**config.mk**
```make
export PLATFORM = sky130hd
export DESIGN_NAME = out_arb
export DESIGN_NICKNAME = d
export VERILOG_FILES = /design/src/rtl/out_arb.sv
export SDC_FILE = /design/constraint.sdc
export NUM_CORES = 1
export LEC_CHECK = 0
export BUFFER_PORTS_ARGS = -buffer_cell sky130_fd_sc_hd__buf_2
export CORE_AREA = 10 10 107 109
export DETAILED_ROUTE_END_ITERATION = 10
export DIE_AREA = 0 0 117 119
export GPL_ROUTABILITY_DRIVEN = 0
export PLACE_DENSITY = 0.81
export SETUP_SLACK_MARGIN = 0.05
export SLEW_MARGIN = 25
export SYNTH_ARGS = -nofsm -noshare
export SYNTH_HDL_FRONTEND = slang
export SYNTH_SLANG_ARGS = --single-unit
export TNS_END_PERCENT = 50
```
**constraint.sdc**
```tcl
create_clock -name clk -period 3.4 [get_ports clk]
set_clock_uncertainty 0.2 [all_clocks]
set_input_delay 0.17 -clock clk [delete_from_list [all_inputs] [get_ports clk]]
set_output_delay 0.17 -clock clk [all_outputs]
set_load 0.05 [all_outputs]
```
**src/rtl/out_arb.sv**
```systemverilog
// out_arb: round-robin arbiter for one output port. Up to N_REQ input buffers
// compete for it, and the winning flit goes into a single registered output stage.
`ifndef PKT_W
`define PKT_W 32
`endif

module out_arb #(
  parameter int unsigned N_REQ  = 7,
  parameter int unsigned PYLD_W = `PKT_W
) (
  input  logic                    clk,
  input  logic                    rst,
  input  logic [N_REQ-1:0]        req,
  input  logic [N_REQ*PYLD_W-1:0] payload_i,
  output logic [N_REQ-1:0]        gnt,
  output logic                    obuf_rdy,
  output logic                    out_vld,
  input  logic                    out_rdy,
  output logic [PYLD_W-1:0]       out_payload
);

  localparam int unsigned PTR_W = (N_REQ > 1) ? $clog2(N_REQ) : 1;
  localparam logic [PTR_W-1:0] LAST_IDX = PTR_W'(N_REQ - 1);

  typedef enum logic {
    ARB  = 1'b0,
    HOLD = 1'b1
  } state_t;

  state_t            state_q, state_d;
  logic [PTR_W-1:0]  ptr_q, ptr_d;
  logic [N_REQ-1:0]  hold_gnt_q, hold_gnt_d;
  logic              out_vld_q, out_vld_d;
  logic [PYLD_W-1:0] out_payload_q, out_payload_d;

  logic [N_REQ-1:0]  rr_gnt;
  logic [PTR_W-1:0]  gnt_idx;
  logic [PYLD_W-1:0] gnt_pyld;
  logic              xfer;

  // Round-robin search: the first requester at or above ptr wins, otherwise the first one below it.
  always_comb begin
    logic found;
    found  = 1'b0;
    rr_gnt = '0;
    for (int i = 0; i < int'(N_REQ); i++) begin
      if (!found && req[i] && (i >= int'(ptr_q))) begin
        rr_gnt[i] = 1'b1;
        found     = 1'b1;
      end
    end
    for (int i = 0; i < int'(N_REQ); i++) begin
      if (!found && req[i] && (i < int'(ptr_q))) begin
        rr_gnt[i] = 1'b1;
        found     = 1'b1;
      end
    end
  end

  // Grant output. While in HOLD the held grant is kept, masked by the live request bits.
  always_comb begin
    obuf_rdy = ~out_vld_q | out_rdy;
    gnt      = '0;
    if (!rst) begin
      gnt = (state_q == HOLD) ? (hold_gnt_q & req) : rr_gnt;
    end
  end

  // Encode the granted index and select that buffer's payload slice.
  always_comb begin
    gnt_idx  = '0;
    gnt_pyld = '0;
    for (int i = 0; i < int'(N_REQ); i++) begin
      if (gnt[i]) begin
        gnt_idx  = PTR_W'(i);
        gnt_pyld = payload_i[i*PYLD_W +: PYLD_W];
      end
    end
  end

  assign xfer = (|gnt) & obuf_rdy;

  // Next-state logic for the FSM, the round-robin pointer and the output stage.
  always_comb begin
    state_d       = state_q;
    ptr_d         = ptr_q;
    hold_gnt_d    = hold_gnt_q;
    out_vld_d     = out_vld_q;
    out_payload_d = out_payload_q;

    case (state_q)
      ARB: begin
        if ((|gnt) && !obuf_rdy) begin
          state_d    = HOLD;
          hold_gnt_d = gnt;
        end
      end
      HOLD: begin
        // Leave HOLD when the flit moves or when the held requester withdraws.
        if (xfer || !(|gnt)) begin
          state_d    = ARB;
          hold_gnt_d = '0;
        end
      end
      default: begin
        state_d    = ARB;
        hold_gnt_d = '0;
      end
    endcase

    if (xfer) begin
      ptr_d         = (gnt_idx == LAST_IDX) ? '0 : gnt_idx + PTR_W'(1);
      out_vld_d     = 1'b1;
      out_payload_d = gnt_pyld;
    end else if (out_rdy) begin
      out_vld_d = 1'b0;
    end
  end

  always_ff @(posedge clk) begin
    if (rst) begin
      state_q       <= ARB;
      ptr_q         <= '0;
      hold_gnt_q    <= '0;
      out_vld_q     <= 1'b0;
      out_payload_q <= '0;
    end else begin
      state_q       <= state_d;
      ptr_q         <= ptr_d;
      hold_gnt_q    <= hold_gnt_d;
      out_vld_q     <= out_vld_d;
      out_payload_q <= out_payload_d;
    end
  end

  assign out_vld     = out_vld_q;
  assign out_payload = out_payload_q;

  // Grant invariants: at most one bit set, and never to a buffer that is not requesting.
  a_gnt_onehot : assert property (@(posedge clk) disable iff (rst) $onehot0(gnt));
  a_gnt_subset : assert property (@(posedge clk) disable iff (rst) (gnt & ~req) == '0);
  a_hold_stable : assert property (@(posedge clk) disable iff (rst)
                                   (out_vld && !out_rdy) |=> $stable(out_payload));

endmodule

```
==> flow_metrics.env <==
export IMPL_ys_ff_latch=44
export IMPL_finalNetCount=997
export IMPL_rsz0062_at_grt="false"
export IMPL_start_kind="register"
export IMPL_maxSlewViolCount=0
export IMPL_yosys_area_share_simple=0.1236
export IMPL_holdWs_ns=0.007365
export IMPL_drc=0
export IMPL_slew_headroom=0.4344
export IMPL_drt_pass1_iterations=6
export IMPL_grt_pass1_wl_um=29370
export IMPL_boundaryPins=275
export IMPL_leakage_nw=2.532
export IMPL_cap_violations=0
export IMPL_status="complete, no violations"
export IMPL_setup_violations=0
export IMPL_yosysWarnings=0
export IMPL_synth_xor_area_frac=0
export IMPL_place_hpwl_um=14090
export IMPL_grt_pass1_vias=5835
export IMPL_ir_drop_v=0.0002021
export IMPL_antenna_found_initial=2
export IMPL_synthMuxAreaShare=0.002630
export IMPL_met2_wirelength_um=9438
export IMPL_root_buffer="clkbuf_8"
export IMPL_die_w_um=117
export IMPL_synth_main_ff_cell="dfxtp_1"
export IMPL_synthTopCellsByArea="dfxtp_1, a211oi_2, a21oi_1, a221o_1, o211ai_1"
export IMPL_cts_buffer_depth=2
export IMPL_synth_cell_types=54
export IMPL_cts_tree="built"
export IMPL_required_ns=3.38
export IMPL_fin_setup_tns_ns=0
export IMPL_internal_power_mw=1.314
export IMPL_hp_class="input port to register"
export IMPL_clkPwrFrac=0.137
export IMPL_highest_layer="met5"
export IMPL_syn_area_mm2=0.003806
export IMPL_drt_initial_drc_count=563
export IMPL_period_share=0.9448
export IMPL_viasPerCell=6.281
export IMPL_wirelength_um=19250
export IMPL_seqPwrFrac=0.288
export IMPL_area_delta_synth_final_pct=50.23
export IMPL_die_area_mm2=0.01392
export IMPL_fp_dieH_um=119
export IMPL_p_per_area_mw_per_mm2=455.9
export IMPL_yosysMostFrequentCell="a21oi_1"
export IMPL_yosysSeqAreaShare=0.2314
export IMPL_end_kind="register"
export IMPL_netlist_instances=484
export IMPL_grt_use_total=0.2580
export IMPL_clk_pin_slew_ns=0.09
export IMPL_num_rows=36
export IMPL_grt_max_degree=66
export IMPL_synth_compound_area_frac=0.5546
export IMPL_pwr_share_comb=0.575
export IMPL_final_seq_area_um2=882.1
export IMPL_yosysTopAreaCellShare=0.2314
export IMPL_antenna_left=0
export IMPL_wl_met1_um=6589
export IMPL_synth_nets=718
export IMPL_cts_made_buffers=5
export IMPL_synth_commonest_cells="a21oi_1, dfxtp_1, nor2_1"
export IMPL_synth_edff_count=0
export IMPL_clock_latency_ns=0.31
export IMPL_wl_per_cell_um=21.90
export IMPL_drive_above_1_share=0.4712
export IMPL_yosys_area_share_adder=0
export IMPL_synth_top_family_by_area="compound AO/OA/AOI/OAI gates"
export IMPL_p_switching_mw=1.293
export IMPL_critPathKind="register to register"
export IMPL_clock_sinks=44
export IMPL_met3WireLength_um=2382
export IMPL_hold_viol_final=0
export IMPL_fin_crit_ns=3.212
export IMPL_worstPathArrival_ns=3.19
export IMPL_fillCellCount=847
export IMPL_coreArea_mm2=0.009459
export IMPL_vias=5521
export IMPL_h_tree_depth=2
export IMPL_fmaxAchievable_mhz=311.3
export IMPL_synth_top_area_cell="dfxtp_1"
export IMPL_cp_max_fo=65
export IMPL_grt_overflow_total=0
export IMPL_avgSynthCellArea_um2=7.864
export IMPL_multi_input_area_mm2=0.002649
export IMPL_initial_core_util=0.4024
export IMPL_tightest_slew_ns=0.8484
export IMPL_async_reset_ff_frac=0
export IMPL_swShare=0.4959
export IMPL_port_buffers=274
## power by group through the flow
stage / registers (mW) / clock network, mW / logic, mW
2_1_floorplan: 1.24 / 0 / 0.528
3_3_place_gp: 0.750 / 0 / 1.42
3_5_place_dp: 0.759 / 0 / 1.44
4_1_cts: 0.748 / 0.368 / 1.47
5_1_grt: 0.766 / 0.378 / 1.60
6_report: 0.751 / 0.357 / 1.50
## final timing paths
kind	start	to	slack, ns	cells after the start
max	ptr_q[0]	out_payload[9]	0.19	9
min	payload_i[171]	out_payload[11]	0.007	3
max reg2reg	ptr_q[0]	out_payload[9]	0.19	9
min reg2reg	out_payload[9]	out_payload[9]	0.26	2
## cell type report
| cell class | count | area share |
|---|---|---|
| clock buffers | 6 | 0.01444 |
| well taps | 114 | 0.02495 |
| flip-flops and latches | 44 | 0.1543 |
| inverters | 12 | 0.008972 |
| repair buffers | 330 | 0.3319 |
| multi-input cells | 370 | 0.4632 |
| clock inverters | 2 | 0.001751 |
| diodes | 1 | 0.0004376 |
## registers in the layout (all words and copies together), names as in the netlist
register / cells
hold_gnt_q: 7
ptr_q: 3
out_payload: 32
out_vld: 1
state_q: 1
## layer usage
metal	track usage	vias to the layer above
met4	0.1175	2
met5	0	-
li1	-	2513
met1	0.2707	2501
met2	0.4474	416
met3	0.09237	89
## metrics by stage
step / power [mW] / cell area, um^2 / setup slack [ns] / instances / util
floorplan: 1.769 / 3806 / 0.3413 / 484 / -
global placement: 2.174 / 5221 / 0.2959 / 834 / 0.5520
detailed placement: 2.202 / 5221 / 0.1466 / 834 / 0.5520
CTS: 2.590 / 5624 / 0.1231 / 873 / 0.5946
global route: 2.740 / 5718 / 0.05034 / 879 / 0.6045
finish: 2.607 / 5718 / 0.1875 / 879 / 0.6045
## worst max-delay path, stage by stage, from the launching register on
cell and delay [ns]:
dfxtp_1 0.56, nand2b_1 0.25, a221oi_4 0.11, a2111o_1 0.36
a2111o_2 0.49, buf_4 0.39, nor2_1 0.24, a211oi_1 0.10
a211oi_1 0.25, mux2i_1 0.11
## cell usage in the layout (no fill, tap or decap), types with 3 or more instances in the layout
cell / netlist / layout
o21ai_1: 3 / 3
o21ai_0: 5 / 5
a221o_1: 30 / 30
buf_4: 0 / 22
inv_2: 4 / 4
nor2b_1: 4 / 3
dlygate4sd3_1: 0 / 31
a21oi_1: 71 / 71
a31oi_1: 41 / 40
o211ai_1: 35 / 35
a211oi_2: 30 / 30
nand2_1: 12 / 12
nor3_1: 5 / 4
nand4_1: 4 / 4
inv_1: 7 / 6
clkbuf_8: 0 / 6
nor2_1: 42 / 42
a22oi_1: 31 / 31
buf_2: 19 / 274
nand2b_1: 4 / 4
nand3_1: 8 / 8
dfxtp_1: 44 / 43
o31ai_1: 3 / 3
## logic make-up (layout without fill, tap and decap cells)
logic type      after synthesis  after routing
compound gates              276            276
simple gates                 93             93
buf+inv                      70            350
flops                        44             44
mux                           1              1
other cells                   0              1
## repair_timing
| action | CTS | global route |
|---|---|---|
| setup endpoints to repair | 0 | 39 |
| hold buffers | 31 | 0 |
| endpoints found under the hold margin | 31 | 0 |
| resized for setup | 0 | 8 |
| buffers inserted | 0 | 5 |
No activity file was read; power rests on OpenSTA's default activity.
